--- src/rtl/fft_pkg.sv ---
// Shared constants, state encoding, core-control bundle and bit-reverse helper
// for the 16-point radix-2 FFT controller.
package fft_pkg;

  localparam int NPTS       = 16;
  localparam int AW         = $clog2(NPTS);
  localparam int NUM_STAGES = AW;
  localparam int STAGE_W    = 2;
  localparam int SAMPLE_W   = 32;
  localparam int REAL_MSB   = 31;
  localparam int IMAG_MSB   = 15;

  typedef enum logic [1:0] {
    IDLE,
    LOAD,
    COMPUTE,
    UNLOAD
  } state_t;

  // Everything the controller drives into the FFT core, grouped so it can be
  // assembled in one place and fanned out to the ports.
  typedef struct packed {
    logic                we;
    logic [AW-1:0]       waddr;
    logic [SAMPLE_W-1:0] wdata;
    logic                re;
    logic [AW-1:0]       raddr;
    logic                wb;
    logic [STAGE_W-1:0]  stage;
  } core_ctrl_t;

  function automatic logic [AW-1:0] bitrev(input logic [AW-1:0] a);
    logic [AW-1:0] r;
    r = '0;
    for (int i = 0; i < AW; i++) r[i] = a[AW-1-i];
    return r;
  endfunction

endpackage

--- src/rtl/fft_ctrl_cnt.sv ---
// Up-counter with synchronous clear, enable and a terminal-count flag; wraps
// to zero when it advances past MAX.
module fft_ctrl_cnt #(
  parameter int W   = 4,
  parameter int MAX = 15
) (
  input  logic         clk,
  input  logic         rst_n,
  input  logic         i_clr,
  input  logic         i_en,
  output logic [W-1:0] o_cnt,
  output logic         o_tc
);

  logic [W-1:0] r_cnt;

  assign o_cnt = r_cnt;
  assign o_tc  = (r_cnt == W'(MAX));

  // NOTE: state registers use non-blocking assignment so every flop samples
  // the pre-edge value of its neighbours.
  always_ff @(posedge clk or negedge rst_n) begin
    if (!rst_n)     r_cnt <= '0;
    else if (i_clr) r_cnt <= '0;
    else if (i_en)  r_cnt <= o_tc ? '0 : r_cnt + 1'b1;
  end

endmodule

--- src/rtl/fft_ctrl.sv ---
// Control front-end for the 16-point FFT core: bit-reversed load, stage
// sequencing with write-back pulses, and streamed unload.
module fft_ctrl
  import fft_pkg::*;
#(
  parameter int BF_LAT    = 2,
  parameter int BITREV_IN = 1
) (
  input  logic                clk,
  input  logic                rst_n,
  input  logic                start,
  output logic                busy,
  output logic                done,
  input  logic                in_valid,
  output logic                in_ready,
  input  logic [SAMPLE_W-1:0] in_data,
  output logic                out_valid,
  input  logic                out_ready,
  output logic [SAMPLE_W-1:0] out_data,
  output logic                out_last,
  output logic                core_write_enable,
  output logic [AW-1:0]       core_write_address,
  output logic [SAMPLE_W-1:0] core_data_in,
  output logic                core_read_enable,
  output logic [AW-1:0]       core_read_address,
  input  logic [SAMPLE_W-1:0] core_data_out,
  output logic                core_write_back,
  output logic [STAGE_W-1:0]  core_stage
);

  localparam int WT_W = (BF_LAT < 1) ? 1 : $clog2(BF_LAT + 1);

  state_t             r_state;
  logic               r_busy;
  logic               r_in_ready;
  logic               r_out_valid;

  logic [AW-1:0]      w_idx_cnt;
  logic               w_idx_tc;
  logic [WT_W-1:0]    w_wt_cnt;
  logic               w_wt_tc;
  logic [STAGE_W-1:0] w_st_cnt;
  logic               w_st_tc;

  logic               w_in_hs;
  logic               w_out_hs;
  logic               w_in_compute;
  core_ctrl_t         w_core;

  assign w_in_hs      = in_valid & r_in_ready;
  assign w_out_hs     = r_out_valid & out_ready;
  assign w_in_compute = (r_state == COMPUTE);

  // Load and unload never overlap, so one counter serves as both ld_cnt and rd_cnt.
  fft_ctrl_cnt #(
    .W   (AW),
    .MAX (NPTS - 1)
  ) u_idx_cnt (
    .clk   (clk),
    .rst_n (rst_n),
    .i_clr ((r_state == IDLE) | w_in_compute),
    .i_en  (w_in_hs | w_out_hs),
    .o_cnt (w_idx_cnt),
    .o_tc  (w_idx_tc)
  );

  fft_ctrl_cnt #(
    .W   (WT_W),
    .MAX (BF_LAT)
  ) u_wt_cnt (
    .clk   (clk),
    .rst_n (rst_n),
    .i_clr (~w_in_compute),
    .i_en  (w_in_compute),
    .o_cnt (w_wt_cnt),
    .o_tc  (w_wt_tc)
  );

  fft_ctrl_cnt #(
    .W   (STAGE_W),
    .MAX (NUM_STAGES - 1)
  ) u_st_cnt (
    .clk   (clk),
    .rst_n (rst_n),
    .i_clr (~w_in_compute),
    .i_en  (w_in_compute & w_wt_tc),
    .o_cnt (w_st_cnt),
    .o_tc  (w_st_tc)
  );

  // Flag outputs are registered alongside the state so they change only on
  // the transition edge.
  always_ff @(posedge clk or negedge rst_n) begin
    if (!rst_n) begin
      r_state     <= IDLE;
      r_busy      <= 1'b0;
      r_in_ready  <= 1'b0;
      r_out_valid <= 1'b0;
    end else begin
      case (r_state)
        IDLE: begin
          if (start) begin
            r_state    <= LOAD;
            r_busy     <= 1'b1;
            r_in_ready <= 1'b1;
          end
        end
        LOAD: begin
          if (w_in_hs && w_idx_tc) begin
            r_state    <= COMPUTE;
            r_in_ready <= 1'b0;
          end
        end
        COMPUTE: begin
          if (w_wt_tc && w_st_tc) begin
            r_state     <= UNLOAD;
            r_out_valid <= 1'b1;
          end
        end
        UNLOAD: begin
          if (w_out_hs && w_idx_tc) begin
            r_state     <= IDLE;
            r_busy      <= 1'b0;
            r_out_valid <= 1'b0;
          end
        end
        default: begin
          r_state     <= IDLE;
          r_busy      <= 1'b0;
          r_in_ready  <= 1'b0;
          r_out_valid <= 1'b0;
        end
      endcase
    end
  end

  always_comb begin
    // NOTE: zero the whole bundle first so no path through the ifs infers a latch.
    w_core = '0;
    if (w_in_hs) begin
      w_core.we    = 1'b1;
      w_core.waddr = (BITREV_IN != 0) ? bitrev(w_idx_cnt) : w_idx_cnt;
      w_core.wdata = in_data;
    end
    if (r_out_valid) begin
      w_core.re    = 1'b1;
      w_core.raddr = w_idx_cnt;
    end
    if (w_in_compute) begin
      w_core.wb    = (w_wt_cnt == WT_W'(BF_LAT));
      w_core.stage = w_st_cnt;
    end
  end

  assign busy               = r_busy;
  assign in_ready           = r_in_ready;
  assign out_valid          = r_out_valid;
  assign out_last           = r_out_valid & w_idx_tc;
  assign done               = w_out_hs & w_idx_tc;
  assign out_data           = r_out_valid ? core_data_out : '0;

  assign core_write_enable  = w_core.we;
  assign core_write_address = w_core.waddr;
  assign core_data_in       = w_core.wdata;
  assign core_read_enable   = w_core.re;
  assign core_read_address  = w_core.raddr;
  assign core_write_back    = w_core.wb;
  assign core_stage         = w_core.stage;

endmodule
--- config.mk ---
export PLATFORM = sky130hd
export DESIGN_NAME = fft_ctrl
export DESIGN_NICKNAME = d
export VERILOG_FILES = /design/src/rtl/fft_pkg.sv /design/src/rtl/fft_ctrl_cnt.sv /design/src/rtl/fft_ctrl.sv
export SDC_FILE = /design/constraint.sdc
export NUM_CORES = 1
export LEC_CHECK = 0
export ABC_CLOCK_PERIOD_IN_PS = 2300
export CAP_MARGIN = 20
export CELL_PAD_IN_SITES_DETAIL_PLACEMENT = 1
export CELL_PAD_IN_SITES_GLOBAL_PLACEMENT = 2
export CORE_UTILIZATION = 13
export CTS_CLUSTER_DIAMETER = 60
export DETAILED_ROUTE_END_ITERATION = 8
export PLACE_DENSITY_LB_ADDON = 0.1
export SYNTH_ARGS = -nofsm -noshare
export SYNTH_HDL_FRONTEND = slang
export SYNTH_HIERARCHICAL = 1
export SYNTH_SLANG_ARGS = --single-unit
--- constraint.sdc ---
create_clock -name clk -period 2.3 [get_ports clk]
set_input_delay 0.46 -clock clk [delete_from_list [all_inputs] [get_ports clk]]
set_output_delay 0.46 -clock clk [all_outputs]
set_load 0.01 [all_outputs]
==> After elaboration in Yosys (flattened, before gate mapping) <==
Index checks and enable logic that the tools add are counted.
{ "totals": {"in_bits": 69, "reg_bits": 13} }
{ "classes": {"n_eq_ne": 11, "addsub": 3, "mux": 24, "n_reduce_logical": 12, "n_bitwise": 7} }
{ "ops": {"columns": ["operator", "n"], "rows": [
  ["$mux 37", 1],
  ["$mux 32", 1],
  ["$mux 2", 9],
  ["$mux 4", 3],
  ["$reduce_and 3->1", 3],
  ["$eq 2x2->1 const B", 4],
  ["$pmux 2 s4", 1],
  ["$reduce_bool 2->1", 4],
  ["$ne 2x2->1 const B", 3],
  ["$pmux 1 s2", 3],
  ["$and 1x1->1", 5],
  ["$mux 5", 1],
  ["$add 2x1->2 const B", 2],
  ["$add 4x1->4 const B", 1],
  ["$eq 4x4->1 const B", 1],
  ["$mux 1", 4],
  ["$ne 2x1->1 const B", 2],
  ["$reduce_and 4->1", 1],
  ["$logic_and 1x1->1", 3],
  ["$mux 3", 1],
  ["$eq 2x1->1 const B", 1],
  ["$logic_not 2->1", 1],
  ["$or 1x1->1", 2]
]} }

==> Depth between registers and ports, before layout <==
Gate-level depths: netlist (run 1).
{ "logic_depth": {"depth_word": 4, "ltp_mapped": 6, "depth_no_buf": 6} }

==> Hierarchy <==
The synthesis (run 1) kept the hierarchy.
{ "modules_own_cells": {"columns": ["mod", "cells_per_inst", "instances", "area_each_um2"], "rows": [
  ["fft_ctrl", 125, 1, 883.3],
  ["fft_ctrl_cnt at u_idx_cnt", 20, 1, 206.4],
  ["fft_ctrl_cnt at u_st_cnt", 8, 1, 100.1],
  ["fft_ctrl_cnt at u_wt_cnt", 9, 1, 95.1]
]} }

==> Worst setup path after synthesis (run 1) <==
OpenSTA, ideal clock, no wires.
{ "synth_timing": {"path_kind": "reg2reg", "from": "register u_idx_cnt.r_cnt[0] (netlist: u_idx_cnt/o_cnt[0])", "to": "register r_state[0]", "setup_slack_ns": 0.765, "arrival_ns": 1.410, "n_path_buf": 0, "stages_incl_launch_ff": 7, "path_cell_list": "dfrtp_1 -> ha_1 -> and3_4 -> nand3_1 -> a21oi_2 -> nand2_2 -> mux2_4"} }
{ "synth_between": {"elab_chain_len": 4} }
{ "synth_lines": {"columns": ["element", "line", "text"], "rows": [
  ["start: declaration", "fft_ctrl_cnt.sv:15", "logic [W-1:0] r_cnt;"],
  ["start signal: assignment", "fft_ctrl_cnt.sv:25", "else if (i_en) r_cnt <= o_tc ? '0 : r_cnt + 1'b1;"],
  ["$eq 4x4->1 *", "fft_ctrl_cnt.sv:18", "assign o_tc = (r_cnt == W'(MAX));"],
  ["named net w_idx_tc", "fft_ctrl.sv:39", "logic w_idx_tc;"],
  ["$logic_and 1x1->1, on equally long branches", "fft_ctrl.sv:121, fft_ctrl.sv:109", null],
  ["$ne 2x2->1 (no source line)", null, null],
  ["$reduce_and 4->1 (no source line) *", null, null],
  ["end signal: assignment", "fft_ctrl.sv:116", "r_state <= UNLOAD;"],
  ["end signal: assignment", "fft_ctrl.sv:122", "r_state <= IDLE;"],
  ["end signal: assignment", "fft_ctrl.sv:128", "r_state <= IDLE;"],
  ["end: declaration", "fft_ctrl.sv:33", "state_t r_state;"]
]} }
Mark *: on every way through the listed nets, which the timed path passes. The rest lies on a longest branch.
A chain may end at the register's enable or synchronous reset.

==> Worst setup path in the final report (run 1) <==
{ "layout_timing": {"from": "input in_valid", "to": "output core_data_in[24]"} }
{ "layout_between": {"elab_chain_len": 2} }
{ "layout_lines": {"columns": ["element", "line", "text"], "rows": [
  ["start: declaration", "fft_ctrl.sv:14", "input logic in_valid,"],
  ["$and 1x1->1", "fft_ctrl.sv:50", "assign w_in_hs = in_valid & r_in_ready;"],
  ["$mux 37", "fft_ctrl.sv:140", "if (w_in_hs) begin"],
  ["end: declaration", "fft_ctrl.sv:23", "output logic [SAMPLE_W-1:0] core_data_in,"]
]} }
Every way passes these cells.

==> results of run 1 <==
cell type report:
class	count	area [um2]	share of cell area
Sequential cell	13	325.3	0.1060
Timing Repair Buffer	159	1620	0.5279
Inverter	5	18.77	0.006115
Tap cell	129	161.4	0.05259
Multi-Input combinational cell	131	898.4	0.2927
Clock buffer	4	45.04	0.01468
timing repair:
item | 4_1_cts | 5_1_grt
setup endpoints to repair | 37 | 4
pin swaps | 0 | 0
gates resized for setup | 1 | 3
cloned | 1 | 0
hold buffers | 0 | 0
kinds of logic (layout without fill, tap and decap cells):
family | after synthesis | after routing
xor+xnor | 1 | 1
flops | 13 | 13
simple gates | 102 | 102
fa+ha+maj | 6 | 6
compound gates | 17 | 17
buf+inv | 18 | 168
mux | 5 | 5
cell usage after synthesis (all sizes together) (4+ instances only):
| cell | n | share of area |
|---|---|---|
| a21oi | 10 | 0.051 |
| and2 | 41 | 0.20 |
| and3 | 37 | 0.18 |
| clkbuf | 10 | 0.029 |
| dfrtp | 13 | 0.25 |
| ha | 6 | 0.058 |
| inv | 5 | 0.015 |
| nand2 | 6 | 0.019 |
| nand2b | 4 | 0.019 |
| nor2 | 4 | 0.012 |
worst max-delay path, stage by stage:
cell,delay (ps)
dlygate4sd2_1,280
bufbuf_16,310
and3_1,150
clkdlybuf4s50_1,540
report_power, final:
part           switching, mW  internal [mW]
sequential            0.0594          0.287
clock                 0.0843          0.122
combinational          0.528          0.706
total                  0.672           1.11
worst max-delay path by stage:
stage,to,slack (ps),cells past startpoint,from
2_1_floorplan,r_state[0],770,6,u_idx_cnt/o_cnt[0]
3_3_place_gp,core_data_in[20],-50,4,in_valid
3_5_place_dp,core_data_in[29],-60,4,in_valid
4_1_cts,core_write_back,40,5,r_state[0]
5_1_grt,core_data_in[2],40,4,in_valid
6_report,core_data_in[24],90,4,in_valid
registers in the layout, indices dropped and copies added, names as in the netlist:
signal,count
out_valid,1
u_wt_cnt/o_cnt,2
r_state,2
u_st_cnt/o_cnt,2
in_ready,1
busy,1
u_idx_cnt/o_cnt,4
cells in the final DEF, fill, tap and decap left out, types with 2 or more instances in the layout:
cell type | Yosys | routed
nor2b_1 | 2 | 2
a21oi_2 | 4 | 4
inv_1 | 5 | 5
nor2_1 | 4 | 4
dfrtp_1 | 13 | 13
clkbuf_8 | 0 | 3
buf_12 | 0 | 2
ha_1 | 6 | 5
and2_1 | 41 | 41
o21ai_0 | 2 | 2
or3b_1 | 3 | 3
mux2i_1 | 3 | 3
nand2_1 | 5 | 5
buf_4 | 1 | 6
and3_1 | 36 | 36
mux2_4 | 2 | 2
a21oi_1 | 6 | 6
clkdlybuf4s50_1 | 0 | 148
nand2b_1 | 4 | 4
per-layer routing:
layer / GRT usage / vias up / share of wire
met4: 0.006689 / 0 / 0
met3: 0.01863 / 0 / 0.047
met5: 0 / - / 0
met2: 0.2046 / 49 / 0.54
li1: - / 846 / -
met1: 0.1391 / 768 / 0.41
==> metrics.md, run 1 <==
| Metric | Value |
|---|---|
| Die area | 10290 um2 |
| Drt wl/cell | around 13 um |
| Share of layout cells above drive strength 1 | 0.07372 |
| Critical path required time | around 1800 ps |
| Reg2reg setup slack | ~600 ps |
| Layout area overhead | 138.9% |
| Fin area | 3069 um2 |
| RR Startpoint | in_ready |
| CTS Root Cell | clkbuf_8 |
| Class of the worst hold path | reg -> reg |
| Fin. max-slew vios | 0 |
| Mapped Nets | between 200 and 250 |
| Clock Tree Buf Depth | 2 |
| Avg Synthesized Cell Area | 7.932 um2 |
| Drt first pass iters | 4 |
| Synthesized flop and latch total | 13 |
| Setup_tns | 0 ps |
| CTS tree | done |
| Initial Util | 0.1365 |
| TritonCTS buffer count | 3 |
| Max VDD drop | between 0.0003 and 0.0004 V |
| RR Endpoint | u_idx_cnt/o_cnt[3] |
| Ant diodes | 0 |
| Finished Layout Cells | ~440 |
| DRC viols | 0 |
| Final setup violating endpoints | 0 |
| H-tree levels | 1 |
| Tcrit/Tclk final | 0.9617 |
| Initial antenna violation count | 0 |
| Postcts setup bufs | 0 |
| Total of warnings raised by yosys | 6 |
| Post-synthesis adder-cell area fraction | 0.05842 |
| Remaining antenna violation count | 0 |
| Post-Syn Area | roughly 1300 um2 |
| Crit-path max FO | 19 |
| DP Area | between 2000 and 3000 um2 |
| Largest net degree at the start of global routing | 39 |
| Max-Cap Viols | 0 |
| Post-DP HPWL | between 4000 and 5000 um |
| DP Cell Count | around 440 |
| EDFF count, synth | 0 |
| Fin crit period | about 2200 ps |
| # IOs | 151 |
| Final Routed Wirelength | between 5000 and 6000 um |
| Hold path start | busy |
| Skew final | 1.673 ps |
| Worst Tran Pin Value | ~620 ps |
| Post-synthesis mux area share | 0.04674 |
| Hold worst-path end | busy |
| Setup crit end kind | primary output |
| Post-route total power | approximately 1.8 mW |
| Worst r2r path cells | 7 |
| FMAX | between 400 and 500 MHz |
| Main combinational cell family by area after synthesis | simple AND/OR/NAND/NOR gates |
| Synth Area in Simple Gates | 0.4917 |
| Cell Rows | 35 |
| Number of port buffers | 150 |
| Netlist cell types | 31 |
| Reg clk slew, reported paths | around 50 ps |
| Skew-Pair Late Insertion Delay | 240 ps |
| Hold Crit Depth | 1 |
| Synth Area in XOR/XNOR | 0.006816 |
| Grt total ovfl | 0 |
| Top_reg_cell synth | dfrtp_1 |
| Status | finished clean |
| Initial detailed-routing violation count | 28 |
| Routability cong. | about 0.68 |
| Vias in the first global route | approximately 1.7k |
| Die Ht | approximately 100 um |
| Gate Count Post-Synth | about 160 |
| Worst hold slack | 534.0 ps |
| Seq/Total Area, Yosys | 0.2532 |
| Arr. time, crit path | ~1800 ps |
| Power density over the cells | approximately 580 nW/um2 |
| Pleak | 1.344 nW |
| Final Hold Vio Count | 0 |
| Vias post-DR | 1663 |
| Max_slew headroom | 0.5824 |
| Place WS | -55.75 ps |
| CTS Sinks | 13 |
| Critical Path Source Type | input pin |
| Min setup slack post-route | between 80 and 90 ps |
| First-pass GRT wire length | between 8000 and 9000 um |
| DIE WIDTH | 101.4 um |
| Asr flop ratio synth | 1.000 |
| Post-synthesis compound-gate area fraction | 0.08569 |
| DR vias/cell | approximately 3.8 |
| Core area | between 9000 and 10000 um2 |
| RSZ-0062 raised after global routing | no |
| # fillers | ~1.1k |
| Kind of critical path | in -> out |
| Gr usage total | 0.1104 |
| Fin util | 0.3260 |
| Nets | 388 |
Power figures use the tool's default switching activity.
==> run 2, diff against run 1 <==
--- a/config.mk
+++ b/config.mk
@@ -9,6 +9,7 @@
 export CAP_MARGIN = 20
 export CELL_PAD_IN_SITES_DETAIL_PLACEMENT = 1
 export CELL_PAD_IN_SITES_GLOBAL_PLACEMENT = 2
+export CORE_MARGIN = 4
 export CORE_UTILIZATION = 13
 export CTS_CLUSTER_DIAMETER = 60
 export DETAILED_ROUTE_END_ITERATION = 8
==> metrics.md, run 2 (synthesis gave the netlist of run 1 again) <==
| Metric | Value |
|---|---|
| DR vias/cell | about 3.8 |
| Post-route total power | between 1.5 and 2 mW |
| Place WS | -98.98 ps |
| Gr usage total | 0.1003 |
| Critical path required time | 1840 ps |
| Hold Crit Depth | 1 |
| Fin util | 0.3149 |
| Vias post-DR | roughly 1.7k |
| Skew final | roughly 3.8 ps |
| Share of layout cells above drive strength 1 | 0.07372 |
| Fin. max-slew vios | 0 |
| Initial detailed-routing violation count | about 60 |
| Postcts setup bufs | 0 |
| Remaining antenna violation count | 0 |
| Pleak | 1.342 nW |
| Post-DP HPWL | approximately 5200 um |
| Vias in the first global route | 1596 |
| Nets | approximately 390 |
| # IOs | between 150 and 200 |
| Finished Layout Cells | between 400 and 500 |
| Worst Tran Pin Value | approximately 620 ps |
| Final Routed Wirelength | between 6000 and 7000 um |
| Max_slew headroom | 0.5825 |
| FMAX | ~460 MHz |
| Max-Cap Viols | 0 |
| Largest net degree at the start of global routing | 44 |
| Crit path to | core_write_back |
| Arr. time, crit path | around 1700 ps |
| Skew-Pair Late Insertion Delay | about 250 ps |
| Drt wl/cell | 14.03 um |
| Setup_tns | 0 ps |
| Crit-path max FO | 8 |
| Critical Path Source | r_state[0] |
| Clock Tree Buf Depth | 2 |
| Setup crit end kind | primary output |
| Max FFs per register | 4 |
| Cell Rows | 36 |
| Max VDD drop | 0.0003356 V |
| Grt total ovfl | 0 |
| RR Startpoint | in_ready |
| Final Hold Vio Count | 0 |
| Drt first pass iters | 4 |
| Number of port buffers | 150 |
| Initial Util | 0.1327 |
| Power density over the cells | 579.5 nW/um2 |
| Core area | 9684 um2 |
| Layout area overhead | 137.3% |
| Most common cell after layout, fill and taps aside | clkdlybuf4s50_1 |
| Status | finished clean |
| DIE WIDTH | between 100 and 150 um |
| CTS Sinks | 13 |
| Worst r2r path cells | 7 |
| Class of the worst hold path | reg -> reg |
| Critical path cell sequence | inv_1, ha_2, nand2_1, nor2_1, clkdlybuf4s50_1 |
| RR Endpoint | u_idx_cnt/o_cnt[3] |
| CTS tree | done |
| TritonCTS buffer count | 3 |
| Min setup slack post-route | about 120 ps |
| Reg2reg setup slack | 660 ps |
| Kind of critical path | reg -> out |
| H-tree levels | 1 |
| Die Ht | between 100 and 150 um |
| First-pass GRT wire length | just over 9000 um |
| Max stage delay on crit path | 540 ps |
| CTS Root Cell | clkbuf_8 |
| Die area | about 12000 um2 |
| Final setup violating endpoints | 0 |
| Fin crit period | about 2200 ps |
| Tcrit/Tclk final | 0.9477 |
| DRC viols | 0 |
| Ant diodes | 0 |
| Routability cong. | 0.6789 |
| Commonest non-fill, non-tap cells in the layout | clkdlybuf4s50_1, and2_1, and3_1, dfrtp_1 |
| DP Cell Count | between 400 and 500 |
| RSZ-0062 raised after global routing | no |
| Initial antenna violation count | 0 |
| Critical Path Source Type | flop |
| Slowest-stage cell, CP | clkdlybuf4s50_1 |
| Reg clk slew, reported paths | 60 ps |
[run 2: metrics by stage]
step | cell area (um2) | hold WS, ps
2_1_floorplan | 1285 | 164.4
3_3_place_gp | 3003 | 524.4
3_5_place_dp | 3003 | 533.4
4_1_cts | 3044 | 555.0
5_1_grt | 3049 | 600.3
6_report | 3049 | 544.4
[run 2: repair_timing]
action                     in CTS  in global routing
setup endpoints to repair      37                  4
hold buffers                    0                  0
pin swaps                       0                  0
resized for setup               3                  2
[run 2: routing by layer]
layer  vias to the layer above  track usage  wire length (um)
li1                        841            -                 -
met1                       771       0.1142              2406
met2                        54       0.1935              3434
met3                         3      0.02460               388
met4                         0      0.01082                15
met5                         -            0                 0
[run 2: worst min path at each step]
stage / from / end / slack (ps)
after floorplan: rst_n / busy / 160
after global placement: busy / busy / 520
after detailed placement: busy / busy / 530
after CTS: busy / busy / 550
after global routing: busy / busy / 600
final: busy / busy / 540
[run 2: worst max-delay path: cells and delay by family (launching register included)]
kind | cells | cell delay (ps)
simple gates | 2 | 150
fa+ha+maj | 1 | 270
flops | 1 | 420
buf+inv | 2 | 640
[run 2: area by class of cell]
class	instances	area, um2
clock buffers	4	45.04
flip-flops and latches	13	325.3
fillers	1134	6635
inverters	5	18.77
repair buffers	159	1605
well taps	133	166.4
multi-input cells	131	888.4
[run 2: where the power goes]
part	leakage, nW	switching, mW	internal (mW)
registers	0.162	0.0605	0.286
clock network	0.0228	0.0923	0.123
logic	1.16	0.515	0.690
==> run 3, diff against run 2 <==
--- a/config.mk
+++ b/config.mk
@@ -5,12 +5,13 @@
 export SDC_FILE = /design/constraint.sdc
 export NUM_CORES = 1
 export LEC_CHECK = 0
+export ABC_AREA = 1
 export ABC_CLOCK_PERIOD_IN_PS = 2300
 export CAP_MARGIN = 20
 export CELL_PAD_IN_SITES_DETAIL_PLACEMENT = 1
 export CELL_PAD_IN_SITES_GLOBAL_PLACEMENT = 2
-export CORE_MARGIN = 4
-export CORE_UTILIZATION = 13
+export CORE_MARGIN = 5
+export CORE_UTILIZATION = 12
 export CTS_CLUSTER_DIAMETER = 60
 export DETAILED_ROUTE_END_ITERATION = 8
 export PLACE_DENSITY_LB_ADDON = 0.1
==> metrics.md, run 3 <==
| Metric | Value |
|---|---|
| Status | finished clean |
| Slowest-stage cell, CP | clkdlybuf4s50_1 |
| CTS tree | done |
| Layout area overhead | 122.7% |
| Worst hold slack | ~490 ps |
| Vias in the first global route | 1965 |
| Skew final | 1.821 ps |
| Ant diodes | 0 |
| Arr. time, crit path | between 1500 and 2000 ps |
| Initial antenna violation count | 0 |
| Min setup slack post-route | ~140 ps |
| Fin crit period | 2156 ps |
| Grt total ovfl | 0 |
| Fin util | 0.2731 |
| Die Ht | about 120 um |
| P_sw | 1.060 mW |
| FMAX | between 400 and 500 MHz |
| Initial detailed-routing violation count | between 40 and 50 |
| Power density over the cells | between 700 and 800 nW/um2 |
| DR vias/cell | 3.571 |
| Synthesized flop and latch total | 13 |
| Netlist cell types | 21 |
| Critical path required time | roughly 1800 ps |
| TritonCTS buffer count | 3 |
| Fin. max-slew vios | 0 |
| Combinational power share | 0.718 |
| Reg2reg setup slack | ~540 ps |
| Commonest non-fill, non-tap cells in the layout | clkdlybuf4s50_1, inv_1, nand2_1, nor2_1, dlygate4sd2_1 |
| EDFF count, synth | 0 |
| Core area | 11470 um2 |
| DIE WIDTH | between 100 and 150 um |
| Place WS | -90.21 ps |
| Kind of critical path | reg -> out |
| DP Cell Count | between 500 and 600 |
| DRC viols | 0 |
| # IOs | roughly 150 |
| Total of warnings raised by yosys | 6 |
| First-pass GRT wire length | around 11000 um |
| Avg Synthesized Cell Area | between 5 and 6 um2 |
| Drt wl/cell | 12.47 um |
| Post-synth top area share | 0.2429 |
| RR Startpoint | r_state[0] |
| Skew-Pair Late Insertion Delay | around 240 ps |
| Most common cell after layout, fill and taps aside | clkdlybuf4s50_1 |
| Clock Tree Buf Depth | 2 |
| Routability cong. | approximately 0.73 |
| Max FFs per register | 4 |
| H-tree levels | 1 |
| Critical path cell sequence | inv_1, ha_1, nand2_1, nor2_1, clkdlybuf4s50_1 |
| Remaining antenna violation count | 0 |
| Final Hold Vio Count | 0 |
| Share of layout cells above drive strength 1 | 0.04348 |
| Reg power frac | 0.147 |
| Most common cell in the synthesized netlist | inv_1 |
| Finished Layout Cells | around 560 |
| Reg clk slew, reported paths | around 50 ps |
| Pleak | between 1.5 and 2 nW |
| Sw frac | 0.4342 |
| Hold worst-path end | busy |
| Drt first pass iters | 2 |
| Largest area contributor in the netlist | inv_1 |
| Gate Count Post-Synth | around 260 |
| Gr usage total | 0.09454 |
| Seq/Total Area, Yosys | 0.2313 |
| Hold path start | busy |
| Setup crit end kind | primary output |
| Max VDD drop | roughly 0.00033 V |
| Hold Crit Depth | 2 |
| Largest net degree at the start of global routing | 42 |
| RR Endpoint | u_idx_cnt/o_cnt[1] |
| Initial Util | 0.1226 |
| Post-synth top cells | inv_1, nand2_1, nor2_1 |
| Mapped Nets | roughly 340 |
| Die area | 13980 um2 |
| Top_reg_cell synth | dfrtp_1 |
| Critical Path Source Type | flop |
| Final Routed Wirelength | about 6900 um |
| Post-Syn Area | approximately 1400 um2 |
| Max_slew headroom | 0.5685 |
| Top cells by area, synth | inv_1, dfrtp_1, nand2_1, nor2_1, ha_1 |
| Setup_tns | 0 ps |
| Vias post-DR | between 1.5k and 2k |
| Fin area | between 3000 and 4000 um2 |
| Nets | 490 |
| Int Power | between 1 and 1.5 mW |
| RSZ-0062 raised after global routing | no |
| CTS Root Cell | clkbuf_16 |
| Final setup violating endpoints | 0 |
| Post-DP HPWL | 6012 um |
| Postcts setup bufs | 0 |
| DP Area | ~3100 um2 |
| Max-Cap Viols | 0 |
| Cell Rows | 39 |
| Hold-fix buffers, CTS | 0 |
| Max stage delay on crit path | 540 ps |
| Worst r2r path cells | 7 |
| Crit-path max FO | 4 |
| CTS Sinks | 13 |
| Tcrit/Tclk final | 0.9372 |
| Number of port buffers | 150 |
| Class of the worst hold path | reg -> reg |
| Post-route total power | roughly 2.4 mW |
| Clock power share | 0.135 |
| Worst Tran Pin Value | between 600 and 700 ps |
| Asr flop ratio synth | 1.000 |
[run 3: power by group through the flow]
stage | clock network [mW] | registers (mW) | logic (mW)
finish | 0.329 | 0.359 | 1.75
floorplan | 0 | 0.377 | 0.878
global route | 0.356 | 0.372 | 1.97
detailed placement | 0 | 0.365 | 1.87
global placement | 0 | 0.364 | 1.87
CTS | 0.343 | 0.362 | 1.81
[run 3: worst max path at each step]
stage,startpoint,to,depth (start not counted),slack [ps]
5_1_grt,u_idx_cnt/o_cnt[1],out_last,6,50
2_1_floorplan,r_state[0],u_idx_cnt/o_cnt[1],6,840
3_5_place_dp,in_valid,core_data_in[18],5,-90
3_3_place_gp,in_valid,core_data_in[27],5,-110
4_1_cts,u_idx_cnt/o_cnt[1],done,6,30
6_report,r_state[0],core_write_back,5,140
[run 3: cell type report]
class / instances / area [um2]
multi-input combinational: 149 / 675.6
inverter: 92 / 345.3
sequential: 13 / 325.3
fill: 1453 / 8335
timing repair buffer: 156 / 1528
clock buffer: 4 / 78.83
tap: 143 / 178.9
[run 3: logic make-up (layout without fill, tap and decap cells)]
| group | count (synthesis) | after routing | share of synthesized area |
|---|---|---|---|
| AO/OA/AOI/OAI | 6 | 6 | 0.02401 |
| adder cells (fa/ha/maj) | 6 | 6 | 0.05338 |
| buffers and inverters | 101 | 252 | 0.2900 |
| flip-flops | 13 | 13 | 0.2313 |
| AND/OR/NAND/NOR | 137 | 137 | 0.4013 |
[run 3: repair_timing]
item	CTS	global route
setup endpoints to repair	38	1
cloned	0	0
gates resized for setup	38	2
[run 3: per-layer routing]
layer  part of all wire  global-route usage
met1               0.44              0.1190
met2               0.47              0.1663
met3              0.085             0.02722
met4             0.0020            0.008602
met5                  0                   0
[run 3: worst max-delay path: cells and delay by family (launching register included)]
family        cells  cell delay (ps)
simple gates      2              160
buf+inv           2              640
fa+ha+maj         1              240
flops             1              420
